**config.mk**
```make
export PLATFORM = sky130hd
export DESIGN_NAME = strhw_msg_feeder_flat
export DESIGN_NICKNAME = d
export VERILOG_FILES = /design/src/rtl/strhw_msg_feeder_if.sv /design/src/rtl/strhw_msg_feeder.sv /design/src/flat_wrapper.sv
export SDC_FILE = /design/constraint.sdc
export NUM_CORES = 2
export LEC_CHECK = 0
export ABC_AREA = 1
export CAP_MARGIN = 0
export CORE_MARGIN = 1
export CORE_UTILIZATION = 62
export CTS_BUF_LIST = sky130_fd_sc_hd__clkbuf_4 sky130_fd_sc_hd__clkbuf_8
export CTS_CLUSTER_DIAMETER = 200
export DETAILED_ROUTE_END_ITERATION = 12
export PLACE_DENSITY = 0.88
export SLEW_MARGIN = 20
export SYNTH_ARGS = -nofsm -noshare
export SYNTH_HDL_FRONTEND = slang
export SYNTH_SLANG_ARGS = --single-unit
export TNS_END_PERCENT = 100
```
**constraint.sdc**
```tcl
create_clock -name clk_i -period 4.85 [get_ports clk_i]
set_clock_uncertainty 0.1 [all_clocks]
set_input_delay 0.485 -clock clk_i [delete_from_list [all_inputs] [get_ports clk_i]]
set_output_delay 0.485 -clock clk_i [all_outputs]
set_load 0.01 [all_outputs]
```
**src/rtl/strhw_msg_feeder_if.sv**
```systemverilog
// Message-word stream in, Streebog core block/trigger out, plus core completion back.
// The slave modport is the feeder itself; the master modport is the surrounding logic.
interface strhw_msg_feeder_if;
    logic         in_valid_i;
    logic         in_ready_o;
    logic [63:0]  in_data_i;
    logic         in_last_i;
    logic [3:0]   in_bytes_i;
    logic         core_trg_o;
    logic         core_done_i;
    logic [511:0] block_o;
    logic [6:0]   block_size_o;
    logic         final_o;
    logic         busy_o;

    modport slave (
        input  in_valid_i, in_data_i, in_last_i, in_bytes_i, core_done_i,
        output in_ready_o, core_trg_o, block_o, block_size_o, final_o, busy_o
    );

    modport master (
        output in_valid_i, in_data_i, in_last_i, in_bytes_i, core_done_i,
        input  in_ready_o, core_trg_o, block_o, block_size_o, final_o, busy_o
    );
endinterface

```
**src/rtl/strhw_msg_feeder.sv**
```systemverilog
// Packs 64-bit words into padded 512-bit Streebog blocks; trigger one cycle after the closing word.
// Input is stalled (in_ready_o=0) from block issue until the core's done pulse.
module strhw_msg_feeder #(
    parameter int WORDS = 8
) (
    input  logic               clk_i,
    input  logic               rst_i,
    strhw_msg_feeder_if.slave  bus
);
    localparam int BLK_BITS = WORDS * 64;

    typedef enum logic [1:0] {FILL, ISSUE, WAIT} state_t;

    state_t              state_q, state_d;
    logic [3:0]          cnt_q, cnt_d;
    logic [6:0]          bytes_q, bytes_d;
    logic [BLK_BITS-1:0] acc_q, acc_d;
    logic [BLK_BITS-1:0] out_q, out_d;
    logic [6:0]          size_q, size_d;
    logic                final_q, final_d;
    logic                pend_q, pend_d;

    logic                hs;
    logic [6:0]          add;
    logic [6:0]          sum;
    logic [BLK_BITS-1:0] asm_blk;
    logic [BLK_BITS-1:0] padded;

    always_comb begin
        state_d = state_q;
        cnt_d   = cnt_q;
        bytes_d = bytes_q;
        acc_d   = acc_q;
        out_d   = out_q;
        size_d  = size_q;
        final_d = final_q;
        pend_d  = pend_q;

        hs = bus.in_valid_i && (state_q == FILL);

        if (!bus.in_last_i || bus.in_bytes_i > 4'd8) add = 7'd8;
        else                                         add = {3'b000, bus.in_bytes_i};
        sum = bytes_q + add;

        asm_blk = acc_q;
        asm_blk[{cnt_q[2:0], 6'b000000} +: 64] = bus.in_data_i;

        // Bytes at or beyond the running total are replaced by the 0x01/0x00 pad,
        // which also scrubs stale slots left over from the previous block.
        padded = '0;
        for (int b = 0; b < 64; b++) begin
            if (7'(b) < sum)       padded[8*b +: 8] = asm_blk[8*b +: 8];
            else if (7'(b) == sum) padded[8*b +: 8] = 8'h01;
            else                   padded[8*b +: 8] = 8'h00;
        end

        case (state_q)
            FILL: begin
                if (hs) begin
                    acc_d   = asm_blk;
                    cnt_d   = cnt_q + 4'd1;
                    bytes_d = sum;
                    if (bus.in_last_i || cnt_q == 4'd7) begin
                        state_d = ISSUE;
                        out_d   = padded;
                        size_d  = sum;
                        final_d = bus.in_last_i && (sum != 7'd64);
                        pend_d  = bus.in_last_i && (sum == 7'd64);
                    end
                end
            end
            ISSUE: state_d = WAIT;
            WAIT: begin
                if (bus.core_done_i) begin
                    if (pend_q) begin
                        // Message ended exactly on a block boundary: follow with a pad-only block.
                        out_d        = '0;
                        out_d[7:0]   = 8'h01;
                        size_d       = 7'd0;
                        final_d      = 1'b1;
                        pend_d       = 1'b0;
                        state_d      = ISSUE;
                    end else begin
                        cnt_d   = 4'd0;
                        bytes_d = 7'd0;
                        state_d = FILL;
                    end
                end
            end
            default: state_d = FILL;
        endcase
    end

    always_ff @(posedge clk_i or negedge rst_i) begin
        if (!rst_i) begin
            state_q <= FILL;
            cnt_q   <= 4'd0;
            bytes_q <= 7'd0;
            acc_q   <= '0;
            out_q   <= '0;
            size_q  <= 7'd0;
            final_q <= 1'b0;
            pend_q  <= 1'b0;
        end else begin
            state_q <= state_d;
            cnt_q   <= cnt_d;
            bytes_q <= bytes_d;
            acc_q   <= acc_d;
            out_q   <= out_d;
            size_q  <= size_d;
            final_q <= final_d;
            pend_q  <= pend_d;
        end
    end

    assign bus.in_ready_o   = (state_q == FILL);
    assign bus.core_trg_o   = (state_q == ISSUE);
    assign bus.block_o      = out_q;
    assign bus.block_size_o = size_q;
    assign bus.final_o      = final_q;
    assign bus.busy_o       = (state_q != FILL) || (cnt_q != 4'd0);
endmodule
```
**src/flat_wrapper.sv**
```systemverilog
// flat-port wrapper written by rule: the top's interface ports become plain ports
module strhw_msg_feeder_flat 
#(
    parameter int WORDS = 8
)
  (clk_i, rst_i, bus_in_valid_i, bus_in_data_i, bus_in_last_i, bus_in_bytes_i, bus_core_done_i, bus_in_ready_o, bus_core_trg_o, bus_block_o, bus_block_size_o, bus_final_o, bus_busy_o);
  strhw_msg_feeder_if bus_i ();
  input  logic clk_i;
  input  logic rst_i;
  input wire logic [$bits(bus_i.in_valid_i)-1:0] bus_in_valid_i;
  input wire logic [$bits(bus_i.in_data_i)-1:0] bus_in_data_i;
  input wire logic [$bits(bus_i.in_last_i)-1:0] bus_in_last_i;
  input wire logic [$bits(bus_i.in_bytes_i)-1:0] bus_in_bytes_i;
  input wire logic [$bits(bus_i.core_done_i)-1:0] bus_core_done_i;
  output wire logic [$bits(bus_i.in_ready_o)-1:0] bus_in_ready_o;
  output wire logic [$bits(bus_i.core_trg_o)-1:0] bus_core_trg_o;
  output wire logic [$bits(bus_i.block_o)-1:0] bus_block_o;
  output wire logic [$bits(bus_i.block_size_o)-1:0] bus_block_size_o;
  output wire logic [$bits(bus_i.final_o)-1:0] bus_final_o;
  output wire logic [$bits(bus_i.busy_o)-1:0] bus_busy_o;
  assign bus_i.in_valid_i = bus_in_valid_i;
  assign bus_i.in_data_i = bus_in_data_i;
  assign bus_i.in_last_i = bus_in_last_i;
  assign bus_i.in_bytes_i = bus_in_bytes_i;
  assign bus_i.core_done_i = bus_core_done_i;
  assign bus_in_ready_o = bus_i.in_ready_o;
  assign bus_core_trg_o = bus_i.core_trg_o;
  assign bus_block_o = bus_i.block_o;
  assign bus_block_size_o = bus_i.block_size_o;
  assign bus_final_o = bus_i.final_o;
  assign bus_busy_o = bus_i.busy_o;
  strhw_msg_feeder #(.WORDS(WORDS)) u_core (.clk_i(clk_i), .rst_i(rst_i), .bus(bus_i));
endmodule
```
==> flow_summary.ini <==
[global_routing]
top_usage_layer = met2
grt_util_all_layers = 0.4469
antenna_found_initial = 19
grt_use_met1 = 0.5708
grt_pass1_vias = 42120
grt_start_max_net_pins = 172
grt_use_met3 = 0.1560
grt_pass1_wl_microns = 258000
grt-ovfl-total = 0
met2_usage = 0.6203

[route]
ant_nets = 0
wl_per_cell_microns = 24.10
vias = 44550
first_iter_violations = 6965
first_pass_iters = 9
via_per_inst = 6.214
wl_microns = 172800
drc = 0

[yosys]
synth-seq-area-share = 0.5565
yosys_warnings = 0
ys_top_cells_by_count = nand2_1 (1838), o21ai_0 (1133), dfrtp_1 (1046)
synthTopCellsByArea = dfrtp_1 (56%), nand2_1 (15%), o21ai_0 (12%), nand3_1 (2.5%), a22o_1 (2.4%)
syn_avg_cell_area_sq_um = 8.423
synthFlopType = dfrtp_1
synth_cells = 5584
syn-cell-area_sq_um = 47030
synth_nets = 5668
synth-edff-count = 0
async_flop_share = 1.000
netlist-cell-type-count = 46
synth_top_area_frac = 0.5565
synth_seq_cells = 1046
yosysTopAreaCell = dfrtp_1
yosysMostFrequentCell = nand2_1

[critical_path]
cp_max_fo = 7
setup.worst_path.start_class = input port
cpMostUsedCell = inv_1
path_cells = clkdlybuf4s50_1 > inv_1 > nor2_1 > inv_1 > nor2_1 > ha_1 > inv_1 > fa_1 > inv_1 > nand3_1 > nand3_1 > nand2_1 > nor2_1 > nand2_2 > o21ai_1 > nand2_1 > o21ai_0
worstSetupEndpointType = flop
critical_path_required_ps = 5480
slowest_stage = clkdlybuf4s50_1
crit_type = input port to flop
cp.arrival_ps = 4270
critical_path.max_stage_delay_ps = 480

[die]
io_pins = 596
start_util = 0.6296
fp.dieArea_sq_um = 76960
die_w_microns = 277.4
die_y_microns = 277.4
rows = 100
core-area_sq_um = 74700

[clock_network]
clock-sinks = 1046
cts_root_buffer = clkbuf_8
postCtsSetupRepairBufs = 0
cts_buffer_depth = 3
htree_num_levels = 4
cts_inserted_buffers = 167
insertion_delay_ps = 840
clkTransAtPathRegs_ps = 60
cts_tree = built

[run_status]
outcome = finished clean

[timing]
fin_crit_sh = 0.7505
setup_viol = 0
rsz0062_at_grt = no
hold_ws_ps = 184.4
max_freq_mhz = 274.7
hold_viol = 0
layout_setup_ws_ps = 1210
fin_crit_ps = 3640
relSlewSlack = 0.1653
tightest_slew_ps = 1248
fin_tns_setup_ps = 0
finalMaxSlewViolations = 0

[placement]
dp_hpwl_microns = 112600
gp_congestion = 1.020
place_ws_ps = 393.9
port_buffers = 595

[layout]
nNetsFinal = 6134
seq_area_sq_um = 26180
multiInputGateArea_sq_um = 18630
nFillCells = 5095
fin_util = 0.7648
syn_to_final_growth_pct = 21.47
drive_gt1_frac = 0.08242

[pwr]
ir_drop_mv = 0.6319
p_leak_nw = 25.69
power.density_nw_per_um2 = 758.1
total_power_w = 0.04331

[run]
maxCapViolations = 0

[min_path]
hold_path_class = input port to flop
layer usage:
metal	share of wire	wire length, microns
met1	0.36	62220
met4	0.084	14530
met5	0.00094	163
met3	0.13	23060
met2	0.42	72830
layout make-up:
class                   count  share of cell area
diodes                     24            0.001051
clock buffers             261             0.05806
clock inverters            34            0.004928
inverters                 158             0.01080
multi-input cells        4008              0.3262
flip-flops and latches   1046              0.4582
well taps                 969             0.02122
repair buffers            669              0.1196
per-stage QoR:
step / instance area, sq um / cells
final: 57130 / 7169
after CTS: 57070 / 7145
after global placement: 53460 / 6849
after floorplan: 47030 / 5584
after detailed placement: 53460 / 6849
after global routing: 57080 / 7152
layout by cell type, fill, tap and decap left out, drive strengths merged, types with 28 or more instances in the layout:
cell,n
nor2,305
nand2,1851
clkbuf,261
nand3,240
buf,74
a22o,131
clkinv,28
inv,160
a21oi,61
o21ai,1161
or2,145
clkdlybuf4s50,594
o31ai,41
dfrtp,1046
kinds of logic (layout without fill, tap and decap cells):
family,count (synthesis),count (layout),share of synthesized area
AND/OR/NAND/NOR,2560,2560,0.2230
AO/OA/AOI/OAI,1420,1420,0.1657
flip-flops,1046,1046,0.5565
buffers and inverters,530,1122,0.04791
multiplexers,16,16,0.003405
adder cells (fa/ha/maj),11,11,0.003086
XOR/XNOR,1,1,0.0003459
other,0,24,0
path summary, 6_finish.rpt:
kind | startpoint | to | slack [ps] | cells after the start
setup reg to reg | u_core.cnt_q[1] | u_core.bus.block_o[271] | 1240 | 9
max in group asynchronous | rst_i | u_core.acc_q[425] | 3170 | 3
hold / removal | bus_core_done_i | u_core.state_q[1] | 180 | 2
setup / recovery | bus_in_last_i | u_core.bus.block_o[500] | 1210 | 17
min in group asynchronous | rst_i | u_core.bus.block_o[509] | 200 | 2
hold reg to reg | u_core.bus.block_o[292] | u_core.bus.block_o[292] | 380 | 2
where the power goes:
group / total (W) / switching, W / internal, W
Clock: 0.00814 / 0.00367 / 0.00447
Combinational: 0.0214 / 0.0146 / 0.00686
Sequential: 0.0138 / 0.00188 / 0.0119
Total: 0.0433 / 0.0201 / 0.0232
critical path: cells and delay by family:
| family | cells | cell delay (ps) |
|---|---|---|
| buf+inv | 5 | 820 |
| compound gates | 2 | 640 |
| simple gates | 8 | 1680 |
| fa+ha+maj | 2 | 650 |
registers in the layout, summed over array words and instances, names as in the netlist:
| signal | flops |
|---|---|
| u_core.acc_q | 512 |
| u_core.bus.block_o | 512 |
| u_core.bus.block_size_o | 7 |
| u_core.bus.final_o | 1 |
| u_core.bytes_q | 7 |
| u_core.cnt_q | 4 |
| u_core.pend_q | 1 |
| u_core.state_q | 2 |
what timing repair did:
action	4_1_cts	5_1_grt
resized for setup	0	0
endpoints found under the hold margin	91	0
hold buffers	1	0
Power figures use the tool's default switching activity.
